## src/rtl/sh7034_ibus_arb_pkg.sv

```systemverilog
// Shared types and defaults for the SH7034 internal-bus arbiter.
package SH7034_PKG;

  typedef enum logic [1:0] {
    IDLE    = 2'd0,
    GNT_CPU = 2'd1,
    GNT_DMA = 2'd2
  } IBUSArbState_t;

  localparam int IBUS_TO_CYCLES_DEF = 255;

endpackage

```

## src/rtl/sh7034_ibus_mux.sv

```systemverilog
// Combinational master-to-IBUS request select; IBUS_REQ is low unless a grant is active.
module sh7034_ibus_mux (
  input  logic        gnt_en,
  input  logic        sel_dma,
  input  logic [27:0] cpu_a,
  input  logic [31:0] cpu_di,
  input  logic [3:0]  cpu_ba,
  input  logic        cpu_we,
  input  logic        cpu_req,
  input  logic [27:0] dma_a,
  input  logic [31:0] dma_di,
  input  logic [3:0]  dma_ba,
  input  logic        dma_we,
  input  logic        dma_req,
  output logic [27:0] ibus_a,
  output logic [31:0] ibus_do,
  output logic [3:0]  ibus_ba,
  output logic        ibus_we,
  output logic        ibus_req
);

  always_comb begin
    ibus_a   = sel_dma ? dma_a  : cpu_a;
    ibus_do  = sel_dma ? dma_di : cpu_di;
    ibus_ba  = sel_dma ? dma_ba : cpu_ba;
    ibus_we  = sel_dma ? dma_we : cpu_we;
    ibus_req = gnt_en & (sel_dma ? dma_req : cpu_req);
  end

endmodule

```

## src/rtl/sh7034_ibus_arb.sv

```systemverilog
// SH7034 CPU/DMAC arbiter for the internal peripheral bus with wait timeout and unmapped-access error.
// Optional macro SH7034_IBUS_RR_EN selects round-robin on simultaneous requests (default: DMA priority).
module sh7034_ibus_arb
  import SH7034_PKG::*;
#(
  parameter int TO_CYCLES = IBUS_TO_CYCLES_DEF
) (
  input  logic        CLK,
  input  logic        RST_N,
  input  logic        CE_R,
  input  logic        CE_F,
  input  logic        RES_N,
  input  logic [27:0] CPU_A,
  input  logic [31:0] CPU_DI,
  input  logic [3:0]  CPU_BA,
  input  logic        CPU_WE,
  input  logic        CPU_REQ,
  input  logic        CPU_LOCK,
  output logic [31:0] CPU_DO,
  output logic        CPU_BUSY,
  input  logic [27:0] DMA_A,
  input  logic [31:0] DMA_DI,
  input  logic [3:0]  DMA_BA,
  input  logic        DMA_WE,
  input  logic        DMA_REQ,
  input  logic        DMA_LOCK,
  output logic [31:0] DMA_DO,
  output logic        DMA_BUSY,
  output logic [27:0] IBUS_A,
  output logic [31:0] IBUS_DO,
  output logic [3:0]  IBUS_BA,
  output logic        IBUS_WE,
  output logic        IBUS_REQ,
  input  logic [31:0] IBUS_DI,
  input  logic        IBUS_BUSY,
  input  logic        IBUS_ACT,
  output logic        BUS_ERR
);

  localparam int CW = ($clog2(TO_CYCLES + 1) > 8) ? $clog2(TO_CYCLES + 1) : 8;

  IBUSArbState_t state_reg, state_next;
  logic [CW-1:0] cnt_reg, cnt_next;
  logic          bus_err_reg, bus_err_next;
  logic          gnt_en, sel_dma, g_req, g_lock, g_we, o_req;
  logic          tmo, done, g_busy, dma_first;
  logic [31:0]   g_do;
  logic          unused_ce_f;

  assign unused_ce_f = CE_F;

`ifdef SH7034_IBUS_RR_EN
  // 0 = CPU was granted last from IDLE, so the DMA is preferred next.
  logic lg_reg, lg_next;
  assign dma_first = ~lg_reg;
`else
  assign dma_first = 1'b1;
`endif

  always_comb begin
    gnt_en  = (state_reg != IDLE);
    sel_dma = (state_reg == GNT_DMA);
    g_req   = sel_dma ? DMA_REQ  : CPU_REQ;
    g_lock  = sel_dma ? DMA_LOCK : CPU_LOCK;
    g_we    = sel_dma ? DMA_WE   : CPU_WE;
    o_req   = sel_dma ? CPU_REQ  : DMA_REQ;
    tmo     = (cnt_reg == CW'(TO_CYCLES));
    // Unmapped and timed-out accesses terminate the transfer with zero data.
    done    = gnt_en & g_req & (~IBUS_ACT | ~IBUS_BUSY | tmo);
    g_busy  = IBUS_ACT & IBUS_BUSY & ~tmo;
    g_do    = (IBUS_ACT & ~g_we & ~tmo) ? IBUS_DI : 32'h0;

    CPU_BUSY = (state_reg == GNT_CPU) ? g_busy : CPU_REQ;
    DMA_BUSY = (state_reg == GNT_DMA) ? g_busy : DMA_REQ;
    CPU_DO   = (state_reg == GNT_CPU) ? g_do : 32'h0;
    DMA_DO   = (state_reg == GNT_DMA) ? g_do : 32'h0;
  end

  always_comb begin
    state_next   = state_reg;
    cnt_next     = cnt_reg;
    bus_err_next = 1'b0;
`ifdef SH7034_IBUS_RR_EN
    lg_next      = lg_reg;
`endif
    case (state_reg)
      IDLE: begin
        cnt_next = '0;
        if (DMA_REQ && (!CPU_REQ || dma_first)) begin
          state_next = GNT_DMA;
`ifdef SH7034_IBUS_RR_EN
          lg_next    = 1'b1;
`endif
        end else if (CPU_REQ) begin
          state_next = GNT_CPU;
`ifdef SH7034_IBUS_RR_EN
          lg_next    = 1'b0;
`endif
        end
      end
      GNT_CPU, GNT_DMA: begin
        if (!g_req) begin
          state_next = IDLE;
          cnt_next   = '0;
        end else if (done) begin
          cnt_next     = '0;
          bus_err_next = ~IBUS_ACT | tmo;
          if (g_lock)
            state_next = state_reg;
          else if (o_req)
            state_next = sel_dma ? GNT_CPU : GNT_DMA;
          else
            state_next = IDLE;
        end else begin
          cnt_next = cnt_reg + 1'b1;
        end
      end
      default: begin
        state_next = IDLE;
        cnt_next   = '0;
      end
    endcase
  end

  always_ff @(posedge CLK or negedge RST_N) begin
    if (!RST_N) begin
      state_reg   <= IDLE;
      cnt_reg     <= '0;
      bus_err_reg <= 1'b0;
`ifdef SH7034_IBUS_RR_EN
      lg_reg      <= 1'b0;
`endif
    end else if (CE_R) begin
      if (!RES_N) begin
        state_reg   <= IDLE;
        cnt_reg     <= '0;
        bus_err_reg <= 1'b0;
`ifdef SH7034_IBUS_RR_EN
        lg_reg      <= 1'b0;
`endif
      end else begin
        state_reg   <= state_next;
        cnt_reg     <= cnt_next;
        bus_err_reg <= bus_err_next;
`ifdef SH7034_IBUS_RR_EN
        lg_reg      <= lg_next;
`endif
      end
    end
  end

  assign BUS_ERR = bus_err_reg;

  sh7034_ibus_mux u_mux (
    .gnt_en   (gnt_en),
    .sel_dma  (sel_dma),
    .cpu_a    (CPU_A),
    .cpu_di   (CPU_DI),
    .cpu_ba   (CPU_BA),
    .cpu_we   (CPU_WE),
    .cpu_req  (CPU_REQ),
    .dma_a    (DMA_A),
    .dma_di   (DMA_DI),
    .dma_ba   (DMA_BA),
    .dma_we   (DMA_WE),
    .dma_req  (DMA_REQ),
    .ibus_a   (IBUS_A),
    .ibus_do  (IBUS_DO),
    .ibus_ba  (IBUS_BA),
    .ibus_we  (IBUS_WE),
    .ibus_req (IBUS_REQ)
  );

endmodule

```

## config.mk

```make
export PLATFORM = sky130hd
export DESIGN_NAME = sh7034_ibus_arb
export DESIGN_NICKNAME = d
export VERILOG_FILES = /design/src/rtl/sh7034_ibus_arb_pkg.sv /design/src/rtl/sh7034_ibus_mux.sv /design/src/rtl/sh7034_ibus_arb.sv
export SDC_FILE = /design/constraint.sdc
export NUM_CORES = 1
export LEC_CHECK = 0
export ABC_AREA = 1
export CORE_AREA = 2 2 118 120
export DETAILED_ROUTE_END_ITERATION = 10
export DIE_AREA = 0 0 120 122
export PLACE_DENSITY_LB_ADDON = 0.25
export SYNTH_ARGS = -nofsm -noshare
export SYNTH_HDL_FRONTEND = slang
export SYNTH_SLANG_ARGS = --single-unit
```

## constraint.sdc

```tcl
create_clock -name CLK -period 1.55 [get_ports CLK]
set_input_delay 0.155 -clock CLK [delete_from_list [all_inputs] [get_ports CLK]]
set_output_delay 0.155 -clock CLK [all_outputs]
set_load 0.02 [all_outputs]
```

==> run metrics <==
CTS tree yes; number of global-route vias before repair 4,452; Skew-Pair Late Insertion Delay 0.25 ns; critical path capture point type primary output; CP Data Arrival Time 1.99 ns; DIE WIDTH 120 um; Final period util 138.2%; initial cell density of the core 18.31%; Vias 4,548; clock share of power 5.1%; hold crit path type in2async; fill count 1,057; clock root cell clkbuf_16; Worst Path Max Fanout 8; first-pass GRT wire length 22,110 um; sequential power share 3.5%; Seq cells post-synth 11; Final Worst Setup Slack -0.5921 ns; Sw Pwr 4.495 mW; min cycle time layout 2.142 ns; Fin. Hold Viols 0; initial antenna violation count 0; Layout Cells excl Fill 1,016; Final Max Slew Viols 0; Netlist cell types 24; dpl ws -0.7188 ns; cells along the critical path ha_2 -> nand2_2 -> nor2_2 -> nand2_2 -> nand4_4 -> buf_8 -> buf_16 -> buf_12 -> nor3_4 -> buf_6; failing checks negative setup slack; share of the synthesized area in the top cell type 35.68%; Setup CP Type reg2out; Initial DRC Count 149; final hold slack 0.2482 ns; max_slew headroom 66.27%; sequential cell area 275.3 sq um; Cell Pwr Density 1127 nW/um^2; GRT Total Usage 19.03%; Sw Ratio 47.25%; layout net count 1,016; largest net degree at the start of global routing 45; # rows 43; Slew @ Worst Pin 0.5043 ns; Final ANT Viol Nets 0; fmax 0.4668 GHz; CTS buffer count 3; Detailed Route WL 17,260 um; RSZ-0062 raised after global routing yes; core area 13,500 sq um; share of layout cells above drive strength 1 57.78%; R2R Path Start cnt_reg[1]; maximum vdd ir drop 700.3 uV; dpl cells 945; wire per inst 16.99 um; Port Buffers 304; synth warn 0; clock skew 0.003457 ns; post-synthesis sequential area ratio 11.13%; Crit path buffers/inverters 4; Synth Net Count 619; DIE HEIGHT 122 um; max reg flops 8; Logic pwr share 91.4%; Overflow after GRT 0; clock-pin slew on the worst setup and hold paths 0.04 ns; critical path's largest stage delay 0.38 ns; top cells by area, synth nand2_1, nor3_2, dfrtp_1; crit path from cnt_reg[0]; detailed placement HPWL 11,010 um; max-cap check violation count 0; Post-Synthesis Cells 440; multi-input logic area 2960 sq um; clk buf depth 2; Die ar. 14,640 sq um; CP Launch Type flop; leading area contributor after synthesis nand2_1; routed vias/inst 4.476; IO Pins 306; first-pass iteration count of the detailed router 4; placed cell areas 6257 sq um; setup_tns -53.60 ns; worst path required time 1.39 ns; Netlist Area Pre-Place 2472 sq um; most frequent CP cell nand2_2; P_leak 4.352 nW; # DRC 0; ant diodes 0; status finished, violations left; H-Tree Depth 1; Sink Count 11; synthesis-to-layout area growth 241.3%; Final setup viols 142; Top delay family on crit path buffers and inverters; synthesized area per cell 5.619 sq um; Pint 5.018 mW; slowest CP cell dfrtp_1; Final Wtd Congestion 0.8712; Design Area, Final 8438 sq um
## power by group through the flow
stage	combinational (mW)	sequential (mW)	clock (mW)
2_1_floorplan	2.79	0.349	0
3_3_place_gp	5.45	0.337	0
3_5_place_dp	5.49	0.340	0
4_1_cts	6.68	0.336	0.485
5_1_grt	9.12	0.338	0.510
6_report	8.69	0.336	0.485
## final timing paths
| path | endpoint | slack (ns) | cells after the start |
|---|---|---|---|
| worst max-delay path | CPU_DO[19] | -0.59 | 10 |
| worst min-delay path | BUS_ERR | 0.25 | 1 |
| worst max register to register | cnt_reg[6] | -0.50 | 15 |
| worst min register to register | BUS_ERR | 0.49 | 2 |
| max in group asynchronous | state_reg[0] | 0.96 | 1 |
| min in group CLK | BUS_ERR | 0.49 | 2 |
## synth_stat cells (all sizes together)
cell type and number:
buf 21, ha 6, clkbuf 8, inv 51
nor3 64, nand4 4, xor2 2, nor2 9
nand2 237, xnor2 1, clkinv 1, nand3 8
a21oi 9, dfrtp 11, o21ai 6, or2 2
## kinds of logic (layout without fill, tap and decap cells)
group / count (synthesis) / count (layout) / share of synthesized area, %
and+or+nand+nor: 324 / 325 / 66.60
buffers and inverters: 81 / 476 / 15.13
DFF: 11 / 11 / 11.13
xor gates and xnor gates: 3 / 3 / 1.063
AOI/OAI and AO/OA: 15 / 15 / 3.036
adders and majority gates: 6 / 6 / 3.036
## cell usage in the layout, fill, tap and decap left out
master,count
a21oi_1,7
a21oi_2,2
buf_12,16
buf_16,12
buf_4,73
buf_6,135
buf_8,5
clkbuf_1,1
clkbuf_16,10
clkdlybuf4s50_1,172
dfrtp_1,11
ha_1,3
ha_2,2
ha_4,1
inv_1,47
inv_2,2
inv_4,1
inv_6,2
nand2_1,94
nand2_2,67
nand2_4,76
nand2_8,1
nand3_1,7
nand3_2,1
nand4_1,3
nand4_4,1
nor2_1,5
nor2_2,1
nor2_4,3
nor3_2,18
nor3_4,46
o21ai_0,1
o21ai_2,5
or2_2,2
xnor2_2,1
xor2_1,2
## what timing repair did
action / 4_1_cts / 5_1_grt
hold buffers: 0 / 0
setup buffers: 38 / 15
cloned: 12 / 8
endpoints found under the setup margin: 143 / 143
gates resized for setup: 756 / 353
pin swaps: 11 / 72
## worst register-to-register path: stages, from the launching register on
cell	delay (ns)
dfrtp_1	0.35
ha_2	0.20
nand2_2	0.07
buf_4	0.13
buf_4	0.12
buf_4	0.12
buf_4	0.12
buf_4	0.12
buf_4	0.12
buf_4	0.13
inv_4	0.06
nand2_4	0.05
nor2_4	0.15
nand3_1	0.08
nand2_1	0.06
a21oi_1	0.04
## cell type report
class	count	area share, %
clock buffers	4	0.9342
inverters	52	2.461
multi-input cells	349	35.08
flip-flops and latches	11	3.262
well taps	180	2.669
repair buffers	420	55.59
## metal layers
layer / vias to the layer above / global-route usage [%] / share of wire [%]
met2: 258 / 36.68 / 54
met5: - / 0 / 0
met1: 2084 / 19.07 / 32
li1: 2151 / - / -
met3: 55 / 5.290 / 9.3
met4: 0 / 8.015 / 3.9
## metrics by stage
stage / power [mW] / utilization, %
after global placement: 5.785 / 46.34
after detailed placement: 5.825 / 46.34
after global routing: 9.970 / 62.48
final: 9.514 / 62.48
after floorplan: 3.141 / -
after CTS: 7.498 / 52.51
Note: power is estimated with default switching activity, not from simulation.
